==> src/rtl/glitchfree_pkg.sv <==
// Shared definitions for the glitch-free clock divider: FSM state encoding
// and the smallest divide ratio the divider can produce.
package glitchfree_pkg;

  typedef enum logic [1:0] {
    ST_IDLE   = 2'd0,
    ST_RUN_HI = 2'd1,
    ST_RUN_LO = 2'd2
  } state_e;

  localparam int unsigned MIN_RATIO = 32'd2;

endpackage

==> src/rtl/glitchfree_clkdiv.sv <==
// Glitch-free programmable clock divider: registered clk_out with whole-period
// ratio changes and clean start/stop at period boundaries.
module glitchfree_clkdiv
  import glitchfree_pkg::*;
#(
  parameter int WIDTH     = 8,
  parameter int DEF_RATIO = 4
) (
  input  logic             clk,
  input  logic             rst,
  input  logic             en,
  input  logic             req_valid,
  input  logic [WIDTH-1:0] req_ratio,
  output logic             req_ready,
  output logic             upd_done,
  output logic             req_err,
  output logic             clk_out,
  output logic             tick,
  output logic             running,
  output logic [WIDTH-1:0] cur_ratio
);

  localparam logic [WIDTH-1:0] DEF_RATIO_W = WIDTH'(DEF_RATIO);
  localparam logic [WIDTH-1:0] MIN_RATIO_W = WIDTH'(MIN_RATIO);
  localparam logic [WIDTH-1:0] ONE_W       = WIDTH'(1);
  localparam logic [WIDTH-1:0] ZERO_W      = {WIDTH{1'b0}};

  // Counter preloads are phase length minus one so the last cycle sees zero.
  function automatic logic [WIDTH-1:0] hi_load(input logic [WIDTH-1:0] r);
    return (r - ONE_W) >> 1'b1;
  endfunction

  function automatic logic [WIDTH-1:0] lo_load(input logic [WIDTH-1:0] r);
    return (r >> 1'b1) - ONE_W;
  endfunction

  state_e           state_r, state_next_s;
  logic [WIDTH-1:0] cnt_r, cnt_next_s;
  logic [WIDTH-1:0] cur_ratio_r, pend_r, eff_ratio_s;
  logic             pend_valid_r, req_ready_r, upd_done_r, req_err_r;
  logic             clk_out_r, tick_r, running_r, tick_next_s;
  logic             boundary_s, apply_s, accept_s, reject_s;

  assign boundary_s  = (state_r == ST_RUN_LO) && (cnt_r == ZERO_W);
  assign apply_s     = pend_valid_r && ((state_r == ST_IDLE) || boundary_s);
  assign accept_s    = req_valid && req_ready_r && (req_ratio >= MIN_RATIO_W);
  assign reject_s    = req_valid && req_ready_r && (req_ratio < MIN_RATIO_W);
  assign eff_ratio_s = apply_s ? pend_r : cur_ratio_r;

  // Next-state, phase counter and tick decode.
  always_comb begin
    state_next_s = state_r;
    cnt_next_s   = cnt_r;
    tick_next_s  = 1'b0;
    case (state_r)
      ST_IDLE: begin
        if (en) begin
          state_next_s = ST_RUN_HI;
          cnt_next_s   = hi_load(eff_ratio_s);
          tick_next_s  = 1'b1;
        end else begin
          state_next_s = ST_IDLE;
          cnt_next_s   = ZERO_W;
        end
      end
      ST_RUN_HI: begin
        if (cnt_r == ZERO_W) begin
          state_next_s = ST_RUN_LO;
          cnt_next_s   = lo_load(cur_ratio_r);
        end else begin
          cnt_next_s   = cnt_r - ONE_W;
        end
      end
      ST_RUN_LO: begin
        if (cnt_r != ZERO_W) begin
          cnt_next_s   = cnt_r - ONE_W;
        end else if (en) begin
          state_next_s = ST_RUN_HI;
          cnt_next_s   = hi_load(eff_ratio_s);
          tick_next_s  = 1'b1;
        end else begin
          state_next_s = ST_IDLE;
          cnt_next_s   = ZERO_W;
        end
      end
      default: begin
        state_next_s = ST_IDLE;
        cnt_next_s   = ZERO_W;
      end
    endcase
  end

  // FSM state, counter and clock outputs, all flop-driven from the next state.
  always_ff @(posedge clk or posedge rst) begin
    if (rst) begin
      state_r   <= ST_IDLE;
      cnt_r     <= ZERO_W;
      clk_out_r <= 1'b0;
      tick_r    <= 1'b0;
      running_r <= 1'b0;
    end else begin
      state_r   <= state_next_s;
      cnt_r     <= cnt_next_s;
      clk_out_r <= (state_next_s == ST_RUN_HI);
      tick_r    <= tick_next_s;
      running_r <= (state_next_s != ST_IDLE);
    end
  end

  // Ratio request handshake; a pending ratio is only committed between periods.
  always_ff @(posedge clk or posedge rst) begin
    if (rst) begin
      cur_ratio_r  <= DEF_RATIO_W;
      pend_r       <= ZERO_W;
      pend_valid_r <= 1'b0;
      req_ready_r  <= 1'b1;
      upd_done_r   <= 1'b0;
      req_err_r    <= 1'b0;
    end else begin
      upd_done_r <= apply_s;
      req_err_r  <= reject_s;
      if (accept_s) begin
        pend_r       <= req_ratio;
        pend_valid_r <= 1'b1;
        req_ready_r  <= 1'b0;
      end else if (apply_s) begin
        cur_ratio_r  <= pend_r;
        pend_valid_r <= 1'b0;
        req_ready_r  <= 1'b1;
      end
    end
  end

  assign clk_out   = clk_out_r;
  assign tick      = tick_r;
  assign running   = running_r;
  assign cur_ratio = cur_ratio_r;
  assign req_ready = req_ready_r;
  assign upd_done  = upd_done_r;
  assign req_err   = req_err_r;

endmodule

==> config.mk <==
export PLATFORM = sky130hd
export DESIGN_NAME = glitchfree_clkdiv
export DESIGN_NICKNAME = d
export VERILOG_FILES = /design/src/rtl/glitchfree_pkg.sv /design/src/rtl/glitchfree_clkdiv.sv
export SDC_FILE = /design/constraint.sdc
export NUM_CORES = 1
export LEC_CHECK = 0
export CORE_MARGIN = 4
export CORE_UTILIZATION = 50
export CTS_CLUSTER_DIAMETER = 50
export DETAILED_ROUTE_END_ITERATION = 12
export GPL_TIMING_DRIVEN = 0
export PLACE_DENSITY_LB_ADDON = 0.2
export SLEW_MARGIN = 25
export SYNTH_ARGS = -nofsm -noshare
export SYNTH_HDL_FRONTEND = slang
export SYNTH_SLANG_ARGS = --single-unit
==> constraint.sdc <==
create_clock -name clk -period 2.4 [get_ports clk]
set_input_delay 0.48 -clock clk [delete_from_list [all_inputs] [get_ports clk]]
set_output_delay 0.48 -clock clk [all_outputs]
set_load 0.03 [all_outputs]
Word-level counts from Yosys, hierarchy flattened
Index checks and enable logic that the tools add are counted.

word-level totals
  bits in registers = 33
  bits of input ports = 12
  logic and storage cells = 46

operators by class
  $add $sub $neg = 3
  reductions and logical operators = 11
  multiplexer cells = 16
  equal/unequal tests = 3
  $lt $le $gt $ge = 2

operators with widths
  kind                 number
  $mux 8               3
  $pmux 8 s3           1
  $sub 8x1->8 const B  2
  $ge 8x2->1 const B   1
  $logic_not 8->1      1
  $lt 8x2->1 const B   1
  $reduce_bool 8->1    1
  $sub 7x1->8 const B  1
  $mux 1               7
  $mux 7               1
  $pmux 2 s3           1
  $logic_and 1x1->1    5
  $eq 2x1->1 const B   2
  $mux 2               2
  $reduce_bool 2->1    2
  $eq 2x2->1 const B   1
  $logic_not 2->1      1
  $pmux 1 s2           1
  $logic_or 1x1->1     1

Longest topological paths before layout
  depth in word-level cells = 9
  mapped depth = 11

Worst setup path after synthesis
OpenSTA, ideal clock, no wires.

  path kind = reg2reg
  from = register cnt_r[0]
  to = register cnt_r[5]
  path slack = -0.135 ns
  buffers on the path = 0
  library setup time = 0.124 ns
  arrival time = 2.411 ns
  required time = 2.276 ns
  stages on the path, launching flop included = 12
  cell sequence = dfrtp_1 inv_1 ha_1 nor3b_1 a21bo_2 nand3_4 mux2i_1 ha_1 nand3_1 xor2_1 mux2i_1 a211o_1

on the way
  word-level cells in the longest chain between the ends = 9
  elaborated cells on any way between the ends = 12

ends and longest elaborated chain
  element                 RTL line                                          source
  start, declared         glitchfree_clkdiv.sv:38                           logic [WIDTH-1:0] cnt_r, cnt_next_s;
  start signal, assigned  glitchfree_clkdiv.sv:103                          cnt_r <= cnt_next_s;
  $logic_not 8->1         glitchfree_clkdiv.sv:44, glitchfree_clkdiv.sv:67
  $logic_and 1x1->1       glitchfree_clkdiv.sv:44                           assign boundary_s = (state_r == ST_RUN_LO) && (cnt_r == ZERO_W);
  $logic_or 1x1->1        glitchfree_clkdiv.sv:45                           assign apply_s = pend_valid_r && ((state_r == ST_IDLE) || boundary_s);
  $logic_and 1x1->1       glitchfree_clkdiv.sv:45
  $mux 8                  --
  $sub 8x1->8             glitchfree_clkdiv.sv:30                           return (r - ONE_W) >> 1'b1;
  $mux 7                  glitchfree_clkdiv.sv:57, glitchfree_clkdiv.sv:77
  $mux 8                  glitchfree_clkdiv.sv:75                           if (cnt_r != ZERO_W) begin
  $pmux 8 s3 (*)          glitchfree_clkdiv.sv:55                           case (state_r)
  via cnt_next_s[5]       glitchfree_clkdiv.sv:38

The timed path passes the listed nets; every way through them passes the cells marked *.
A chain may end at the register's enable or synchronous reset.

Worst setup path in the final report
Ends and elaborated chain as after synthesis.

==> impl_metrics.json <==
{
  "drc_errors": 0,
  "vias": 1653,
  "rows": 22,
  "start_util": 0.536,
  "port_buffers": 25,
  "ys_async_sr_fraction": 1.00,
  "final-setup-viol-count": 0,
  "final_common_cell": "dfrtp_1",
  "die_height_um": 71.8,
  "outcome": "finished, final reports clean",
  "synthCells": 201,
  "grt_first_pass_wirelength_um": 8010,
  "dr.first_iter.drc_count": 136,
  "path_clk_slew_ns": 0.07,
  "syn_to_final_growth_pct": 25.9,
  "synth_seq_cells": 33,
  "worstMarginPinSlew_ns": 0.668,
  "drtAntennaViolNets": 0,
  "path_class": "flip-flop to flip-flop",
  "antenna_found_initial": 0,
  "crit_fanout": 5,
  "final_cell_mix": "31 x dfrtp_1, 21 x clkdlybuf4s50_1, 19 x nand2_1, 19 x nor2_1, 13 x mux2_4",
  "overflow": 0,
  "finalWirelength_um": 4590,
  "cts_buffer_depth": 2,
  "final_max_slew_viol_count": 0,
  "ctsRootBufferMaster": "clkbuf_8",
  "clock-sinks": 33,
  "ctsHoldBuffers": 0,
  "tritoncts": "yes",
  "grt_max_degree": 34,
  "vdd_ir_drop_max_v": 0.000730,
  "ios": 26,
  "cts_made_buffers": 5,
  "arrival_ns": 2.45,
  "drt-vias-per-instance": 5.64,
  "die_w_um": 71.8,
  "hp-class": "input port to flip-flop",
  "power_w": 0.00389,
  "worst_setup_path_start_kind": "flip-flop",
  "syn_nets": 217,
  "ys.flop_type": "dfrtp_1",
  "slew_headroom": 0.554,
  "fp.coreArea_um2": 3800,
  "yosysWarnings": 0,
  "antennaDiodeCount": 0,
  "grt_util_all_layers": 0.196,
  "gp_congestion": 0.879,
  "synth_top_area_share": 0.381,
  "hold_violations": 0,
  "cp_data_required_time_ns": 2.56,
  "netlist_area_um2": 2040,
  "firstDrtPassIters": 4,
  "cap_viol_max_count": 0,
  "synth-edff-count": 0,
  "tns_ns": 0,
  "die_area_um2": 5160,
  "num-nets-final": 260,
  "fmax_mhz": 437,
  "yosysSeqAreaShare": 0.407,
  "post-route-period-util": 0.954,
  "clock_skew_ns": 0.00961,
  "grt_pass1_vias": 1633,
  "cp-end-kind": "flip-flop",
  "period_needed_ns": 2.29,
  "p_per_area_nw_per_um2": 1520,
  "syn_area_per_cell_um2": 10.1,
  "synth.top_cells.by_area": "dfrtp_1 38%, mux2_4 9.6%, xor2_1 3.9%",
  "clk_latency_ns": 0.28,
  "yosys.area.top_type": "dfrtp_1",
  "hold_ws_ns": 0.429,
  "p_leak_nw": 1.12,
  "wl_per_cell_um": 15.7,
  "htree_levels": 2,
  "yosys.cell_types.count": 49,
  "drive_above_1_share": 0.208,
  "rsz0062_at_grt": "yes",
  "hpwl_um": 3390
}
-- cell type report --
type	count	area (µm²)
Buffer	4	23.8
Sequential cell	33	828
Inverter	8	30.0
Timing Repair Buffer	36	343
Tap cell	48	60.1
Multi-Input combinational cell	156	1200
Fill cell	329	1230
Clock buffer	7	76.3
Clock inverter	1	7.51
-- critical path, cell delays in order (launching register included) --
cell     delay, ns
dfrtp_1       0.39
inv_2         0.10
ha_4          0.14
nor3b_4       0.21
a21bo_2       0.21
nand3_4       0.10
mux2i_1       0.19
ha_2          0.26
nand3_2       0.08
xor2_1        0.13
mux2i_1       0.11
a211o_1       0.26
-- cells by family after synthesis --
logic type | after synthesis | synth area share
adders and majority gates | 4 | 0.0246
xor gates and xnor gates | 15 | 0.0645
and+or+nand+nor | 69 | 0.189
muxes | 21 | 0.136
buffers and inverters | 12 | 0.0258
DFF | 33 | 0.407
AOI/OAI and AO/OA | 47 | 0.154
-- cell usage after synthesis (2+ instances only) --
cell and number:
nor2_1 19, dfstp_2 2, dfrtp_1 31, mux2i_1 6, a21boi_0 2, nand2_1 19
or3_1 2, clkbuf_1 3, o22ai_1 2, mux2_2 2, o211ai_1 3, or4_1 4
ha_1 4, o21a_1 3, o31ai_1 2, inv_1 6, xnor2_1 6, a21oi_1 9
mux2_4 13, nand3_1 5, nor3_1 5, o31a_1 2, nand2b_1 4, xor2_1 9
o21ai_0 12, nor3b_1 3
-- sequential cells by signal (all words and copies together) (netlist names) --
| register | count |
|---|---|
| cnt_r | 8 |
| cur_ratio | 8 |
| pend_r | 8 |
| state_r | 2 |
| clk_out | 1 |
| pend_valid_r | 1 |
| req_err | 1 |
| req_ready | 1 |
| running | 1 |
| tick | 1 |
| upd_done | 1 |
-- power breakdown --
part	switching, W	total, W	internal, W	leakage [nW]
logic	0.00117	0.00231	0.00114	0.678
registers	0.000342	0.00118	0.000835	0.399
clock network	0.000203	0.000408	0.000205	0.0385
total	0.00171	0.00389	0.00218	1.12
-- metal layers --
metal / share of wire / routed length, µm / global-route usage
met2: 0.48 / 2210 / 0.330
met3: 0.044 / 201 / 0.0435
met4: 0.015 / 70 / 0.0543
met1: 0.46 / 2110 / 0.255
met5: 0 / 0 / 0
-- timing repair --
action                                  CTS  global route
pin swaps                                 3             6
buffers inserted                          7             4
endpoints found under the hold margin     0             0
endpoints found under the setup margin   11            10
gates cloned                              0             0
resized for setup                         3            12
-- metrics by stage --
step | instance area [µm²] | std cells | util | setup WS (ns)
after detailed placement | 2350 | 274 | 0.619 | -0.371
after global placement | 2350 | 274 | 0.619 | -0.339
after global routing | 2560 | 293 | 0.675 | -0.00557
after floorplan | 2040 | 201 | - | 0.0339
final | 2560 | 293 | 0.675 | 0.111
after CTS | 2500 | 289 | 0.658 | 0.00836
-- worst paths after layout --
path | startpoint | endpoint | slack [ns] | cells after the start
worst max-delay path | cnt_r[0]$_DFF_PP0_ | cnt_r[5]$_DFF_PP0_ | 0.11 | 11
worst min-delay path | req_ratio[2] | pend_r[2]$_DFFE_PP0P_ | 0.43 | 3
worst max register to register | cnt_r[0]$_DFF_PP0_ | cnt_r[5]$_DFF_PP0_ | 0.11 | 11
worst min register to register | req_ready$_DFFE_PP1P_ | req_ready$_DFFE_PP1P_ | 0.53 | 2
max in group asynchronous | rst | cnt_r[7]$_DFF_PP0_ | 1.35 | 2
min in group asynchronous | rst | req_err$_DFF_PP0_ | 0.61 | 2
Power figures use the tool's default switching activity.
